$ cat config.mk
export PLATFORM = sky130hd
export DESIGN_NAME = pipe_skid_stage
export DESIGN_NICKNAME = d
export VERILOG_FILES = /design/src/rtl/pipe_skid_stage.sv
export SDC_FILE = /design/constraint.sdc
export NUM_CORES = 1
export LEC_CHECK = 0
export BUFFER_PORTS_ARGS = -buffer_cell sky130_fd_sc_hd__buf_2
export CORE_MARGIN = 4
export CORE_UTILIZATION = 48
export DETAILED_ROUTE_END_ITERATION = 6
export PLACE_DENSITY = 0.76
export SYNTH_ARGS = -nofsm -noshare
export SYNTH_HDL_FRONTEND = slang
export SYNTH_SLANG_ARGS = --single-unit
$ cat constraint.sdc
create_clock -name clock -period 6.33 [get_ports clock]
set_input_delay 0.3165 -clock clock [delete_from_list [all_inputs] [get_ports clock]]
set_output_delay 0.3165 -clock clock [all_outputs]
set_load 0.02 [all_outputs]
$ cat src/rtl/pipe_skid_stage.sv
// pipe_skid_stage: valid/ready pipeline stage register with a two-entry skid
// buffer, flush, and a saturating stall counter.
//
// Ports:
//   clock, rst (async, active-low), flush
//   in_valid / in_ready / in_data    : upstream handshake and payload
//   out_valid / out_ready / out_data : downstream handshake and head payload
//   occupancy                        : held entries (0..2)
//   stall_cnt                        : saturating count of out_valid & ~out_ready
//
// Macro PIPE_STAGE_DATA_CLR_EN: when defined, payload registers reset to 0
// and load 0 on flush; otherwise they have no reset and flush leaves them.
module pipe_skid_stage #(
    parameter int DATA_W = 32,
    parameter int CNT_W  = 16
) (
    input  logic              clock,
    input  logic              rst,
    input  logic              flush,
    input  logic              in_valid,
    output logic              in_ready,
    input  logic [DATA_W-1:0] in_data,
    output logic              out_valid,
    input  logic              out_ready,
    output logic [DATA_W-1:0] out_data,
    output logic [1:0]        occupancy,
    output logic [CNT_W-1:0]  stall_cnt
);

    typedef enum logic [1:0] {
        EMPTY = 2'd0,
        ONE   = 2'd1,
        TWO   = 2'd2
    } state_t;

    state_t state, state_nx;

    logic [DATA_W-1:0] main_q;
    logic [DATA_W-1:0] skid_q;

    logic in_xfer;
    logic out_xfer;
    logic ld_main_in;
    logic ld_main_skid;
    logic ld_skid;

    // Handshake outputs come from registered state only, so out_ready
    // never reaches in_ready combinationally.
    assign in_ready  = (state != TWO);
    assign out_valid = (state != EMPTY);
    assign occupancy = state;
    assign out_data  = main_q;

    assign in_xfer  = in_valid & in_ready;
    assign out_xfer = out_valid & out_ready;

    always_ff @(posedge clock or negedge rst) begin
        if (!rst) begin
            state <= EMPTY;
        end else begin
            state <= state_nx;
        end
    end

    always_comb begin
        state_nx     = state;
        ld_main_in   = 1'b0;
        ld_main_skid = 1'b0;
        ld_skid      = 1'b0;
        if (flush) begin
            // Inputs in this cycle are dropped; the head may still leave.
            state_nx = EMPTY;
        end else begin
            unique case (state)
                EMPTY: begin
                    if (in_xfer) begin
                        state_nx   = ONE;
                        ld_main_in = 1'b1;
                    end
                end
                ONE: begin
                    if (in_xfer && out_xfer) begin
                        ld_main_in = 1'b1;
                    end else if (in_xfer) begin
                        state_nx = TWO;
                        ld_skid  = 1'b1;
                    end else if (out_xfer) begin
                        state_nx = EMPTY;
                    end
                end
                TWO: begin
                    if (out_xfer) begin
                        state_nx     = ONE;
                        ld_main_skid = 1'b1;
                    end
                end
                default: begin
                    state_nx = EMPTY;
                end
            endcase
        end
    end

`ifdef PIPE_STAGE_DATA_CLR_EN
    always_ff @(posedge clock or negedge rst) begin
        if (!rst) begin
            main_q <= '0;
            skid_q <= '0;
        end else if (flush) begin
            main_q <= '0;
            skid_q <= '0;
        end else begin
            if (ld_main_in) begin
                main_q <= in_data;
            end else if (ld_main_skid) begin
                main_q <= skid_q;
            end
            if (ld_skid) begin
                skid_q <= in_data;
            end
        end
    end
`else
    always_ff @(posedge clock) begin
        if (ld_main_in) begin
            main_q <= in_data;
        end else if (ld_main_skid) begin
            main_q <= skid_q;
        end
        if (ld_skid) begin
            skid_q <= in_data;
        end
    end
`endif

    // Flush does not touch the counter; only reset clears it.
    always_ff @(posedge clock or negedge rst) begin
        if (!rst) begin
            stall_cnt <= '0;
        end else if (out_valid && !out_ready && (stall_cnt != '1)) begin
            stall_cnt <= stall_cnt + CNT_W'(1);
        end
    end

endmodule

== After elaboration in Yosys (flattened, before gate mapping) ==
Index checks and enable logic that the tools add are counted.
Word-level totals
  logic and storage cells: 42
  bits in registers: 82
  input port bits: 37
  output and inout bits: 52
Operators by class
  reductions and logical operators: 8
  multiplexer cells: 19
  equality and inequality tests: 8
  add/subtract/negate cells: 1
  bitwise logic cells: 2
Operator list (count)
  32-bit 2-to-1 mux: 2
  16-bit by 1-bit adder with 16-bit output (second input constant): 1
  16-bit inequality test (second input constant): 1
  2-bit 2-to-1 mux: 6
  1-bit 2-to-1 mux: 9
  3-bit inequality test (second input constant): 3
  2-bit case mux with 3 select lines: 1
  4-bit inequality test (second input constant): 1
  4-bit AND reduction: 1
  2-bit nonzero test: 2
  1-bit logical AND: 3
  1-bit bitwise AND: 2
  2-bit by 1-bit == test with 1-bit output (second input constant): 1
  2-bit == test (second input constant): 1
  2-bit zero test: 1
  2-bit inequality test (second input constant): 1
  1-bit case mux with 2 select lines: 1
  1-bit zero test: 1

== Depth between registers and ports, before layout ==
  depth after elaboration: 7
  gate-level depth with buffers: 5
  mapped depth without buffers: 5

== Worst setup path after synthesis ==
OpenSTA, ideal clock, no wires.
  path kind: register -> register
  start: reg state[0], in the netlist occupancy[0]
  end: reg main_q[0], in the netlist out_data[0], enable pin
  path buffers: 0
  required time: 5.864 ns
  period minus slack after synthesis: 3.607 ns
  setup slack: 2.723 ns
  setup time: 0.466 ns
  arrival time: 3.142 ns
  cell stages (with the launch flop): 3
  path through: dfrtp_1 > nand2b_1 > o21ai_0
Between the ends
  word-level cells in the longest chain between the ends: 7
  elaborated cells between the ends (all ways): 16
  those cells by class: 3 x eq/ne; 7 x mux; 2 x bitwise; 4 x reduce/logical
RTL lines
  start, declared: RTL line 36  | state_t state, state_nx;
  start signal, assigned: RTL line 61  | state <= state_nx;
  2-bit inequality test (*): RTL line 49  | assign in_ready = (state != TWO);
  net in_ready: RTL line 21  | output logic in_ready,
  1-bit bitwise AND (*): RTL line 54  | assign in_xfer = in_valid & in_ready;
  1-bit logical AND: RTL line 82  | if (in_xfer && out_xfer) begin
  1-bit 2-to-1 mux: RTL line 82
  1-bit case mux with 2 select lines (*): RTL line 74  | unique case (state)
  1-bit 2-to-1 mux (*): RTL line 70  | if (flush) begin
  2-bit nonzero test (no line) (*)
  end signal, assigned: RTL line 126  | main_q <= in_data;
  end signal, assigned: RTL line 128  | main_q <= skid_q;
  end, declared: RTL line 38  | logic [DATA_W-1:0] main_q;
The timed path passes the listed nets; every way through them passes the cells marked *.
A chain may end at the register's enable or synchronous reset.

== Worst setup path after layout ==
  start: reg stall_cnt[0]
  end: reg stall_cnt[1]
Between the ends
  word-level cells in the longest chain between the ends: 2
  elaborated cells between the ends (all ways): 3
  those cells by class: 1 x add/sub; 1 x eq/ne; 1 x reduce/logical
RTL lines
  start, declared: RTL line 27  | output logic [CNT_W-1:0] stall_cnt
  start signal, assigned: RTL line 141  | stall_cnt <= stall_cnt + CNT_W'(1);
  parallel branches: the longest is 2 deep, another holds 16-bit by 1-bit adder with 16-bit output
Several ways; the timed one is not identified.

==> metrics.md <==
| Metric | Value |
|---|---|
| Mapped cell area | `approximately 3300 um^2` |
| Die area | `about 8000 um^2` |
| Clock Tree Buf Depth | `2` |
| Setup violations, final | `0` |
| CP Max Fanout | `9` |
| First-pass GRT wire length | `~9.9 mm` |
| Synth area leaders | `edfxtp_1, dfrtp_1, mux2_2` |
| Utilization after layout | `approximately 63%` |
| Post-CTS Setup Repair Bufs | `0` |
| Headroom to the max-slew limit | `around a third` |
| DP HPWL | `4.21 mm` |
| Worst slew pin tran | `around 1 ns` |
| Nets | `approximately 330` |
| Initial antenna violation count | `0` |
| N_diodes | `0` |
| Overflow after GRT | `0` |
| Placed Area | `3810 um^2` |
| Distinct cell type count after synthesis | `32` |
| Yosys reg bits | `between 80 and 90` |
| Worst path bufs/invs | `0` |
| Pre-antenna DRT Iters | `4` |
| Total Wirelength | `6.08 mm` |
| Req. time, crit path | `about 6.6 ns` |
| I/O Buffers | `between 80 and 90` |
| Hold Crit Class | `in2reg` |
| Crit. End Element | `flop` |
| Register-to-Register Path Depth | `5` |
| Largest net degree at the start of global routing | `33` |
| H-tree Lvls | `3` |
| Antenna viol nets, final | `0` |
| Peak VDD IR | `slightly above 0.0002 V` |
| # fillers | `502` |
| Worst hold slack | `between 0.15 and 0.2 ns` |
| Avg Inst Size Synth | `between 15 and 20 um^2` |
| Vias/cell | `just over 5` |
| FF-to-FF End | `stall_cnt[1]` |
| Tcrit/Tclk final | `slightly above 30%` |
| Ys async rst share | `between 20% and 30%` |
| Power after layout | `between 0.001 and 0.0015 W` |
| Post-synthesis sequential area ratio | `72.7%` |
| Die Y | `~90 um` |
| CP top delay family | `simple AND/OR/NAND/NOR gates` |
| Routability Congestion | `0.790` |
| Drt wl/cell | `between 15 and 20 um` |
| DRC | `0` |
| Synth top area share | `around 60%` |
| CTS clock-pin slew for the worst setup and hold paths | `0.08 ns` |
| Clk_lat worst skew | `roughly 0.34 ns` |
| Maxcap violations | `0` |
| I/O pin count | `89` |
| Final hold vios | `0` |
| Commonest cells post-synth | `edfxtp_1, mux2_2, dfrtp_1, xor2_1, nand2_1` |
| Most frequent cell after synthesis | `edfxtp_1` |
| Dominant synthesized flop cell | `edfxtp_1` |
| Share of post-route cells with drive strength above 1 | `50.0%` |
| Critical path depth | `5` |
| Area leader, netlist | `edfxtp_1` |
| Worst setup path endpoint | `stall_cnt[1]` |
| CTS Buf Count | `9` |
| Syn_nets | `about 230` |
| Core footprint | `6460 um^2` |
| Clock Tree Root | `clkbuf_8` |
| Max stage delay on crit path | `roughly 0.53 ns` |
| Vias | `around 1900` |
| Final clock skew | `0.00797 ns` |
| Crit Path Category | `reg2reg` |
| Tmin final | `a little under 2 ns` |
| Synth warn | `0` |
| Critical Path Source | `stall_cnt[0]` |
| Row cnt | `29` |
| Max Freq | `around 0.52 GHz` |
| TritonCTS clock tree | `done` |
| Cell area power density | `298 nW/um^2` |
| Cell Chain, Critical Path | `ha_1, nand4_1, nor4_4, nor2_2, mux2_4` |
| CP Data Arrival Time | `2.15 ns` |
| Static leakage | `between 1.5 and 2 nW` |
| EDFF count, synth | `64` |
| Setup repair after global routing missed its margin | `no` |
| Global Route Usage Sum | `between 10% and 20%` |
| DRT iter0 DRCs | `82` |
| CTS sink cnt | `82` |
| Non-Filler Cell Area, Final | `slightly above 4000 um^2` |
| Starting Density | `around half` |
| Worst reg-to-reg setup slack | `between 4 and 5 ns` |
| Status | `complete, no violations` |
| Post-Synthesis Cells | `around 190` |
| CP Launch Type | `flop` |
| Reg2reg start | `stall_cnt[0]` |
| Pins Over Slew Limit | `0` |
| Setup tns final | `0 ns` |
| Die outline width | `between 90 and 100 um` |
| Slowest cell on crit path | `nor4_4` |
| Vias in the first global route | `~2000` |
| Area growth syn-to-layout | `24.1%` |
-- power breakdown --
group	switching, W	total (W)	internal [W]
Clock	0.000185	0.000421	0.000236
Combinational	0.0000846	0.000145	0.0000600
Sequential	0.0000254	0.000639	0.000614
Total	0.000295	0.00120	0.000910
-- metal layers --
layer  vias up  global-route usage (%)  part of all wire, %
met5         -                       0                    0
met2        62                    23.4                   46
met3         6                    5.17                  5.9
li1        925                       -                    -
met1       914                    21.0                   47
met4         0                    5.74                  1.0
-- kinds of logic after synthesis --
family / count (synthesis) / synth area share, %
flip-flops: 82 / 72.7
AND/OR/NAND/NOR: 48 / 8.94
AO/OA/AOI/OAI: 7 / 1.61
buffers and inverters: 5 / 0.729
multiplexers: 34 / 11.9
XOR/XNOR: 14 / 3.76
adder cells (fa/ha/maj): 1 / 0.384
-- sequential cells by signal (all words and copies together), names as in the netlist --
name	flops
occupancy	2
out_data	32
skid_q	32
stall_cnt	16
-- cell type report --
class	count	area [um^2]	share of cell area, %
sequential	82	2370	58.6
multi-input combinational	104	882	21.8
timing repair buffer	91	465	11.5
clock buffer	11	141	3.49
tap	77	96.3	2.38
clock inverter	5	85.1	2.10
inverter	1	3.75	0.0928
-- per-stage QoR --
step	setup WS [ns]	std cells
after floorplan	2.72	191
after global placement	4.44	354
after detailed placement	4.41	354
after CTS	4.40	371
after global routing	4.27	371
final	4.41	371
-- placed cells by master (no fill, tap or decap), types with 2 or more instances in the layout --
cell / Yosys / routed
buf_2: 4 / 88
edfxtp_1: 64 / 64
mux2_2: 33 / 33
dfrtp_1: 18 / 18
xor2_1: 12 / 12
clkbuf_8: 0 / 10
nand2_1: 9 / 9
nand2b_1: 5 / 5
nor3_1: 6 / 5
nor2_1: 4 / 4
nand4_1: 4 / 4
nor4_1: 4 / 4
and3_1: 3 / 3
nor3b_1: 3 / 3
nand4_2: 2 / 2
xnor2_1: 2 / 2
nand3_1: 2 / 2
inv_6: 0 / 2
bufinv_16: 0 / 2
buf_4: 0 / 2
-- worst min path at each step --
stage | start | to | depth (start not counted)
2_1_floorplan | rst | occupancy[0] | 0
3_3_place_gp | rst | stall_cnt[3] | 1
3_5_place_dp | rst | stall_cnt[4] | 1
4_1_cts | in_data[29] | skid_q[29] | 1
5_1_grt | in_data[19] | skid_q[19] | 1
6_report | in_data[0] | skid_q[0] | 1
-- what timing repair did --
item                                    4_1_cts  5_1_grt
hold endpoints to repair                     18        0
resized for setup                             0        0
hold buffers                                  1        0
endpoints found under the setup margin        0        0
No activity file was read; power rests on OpenSTA's default activity.
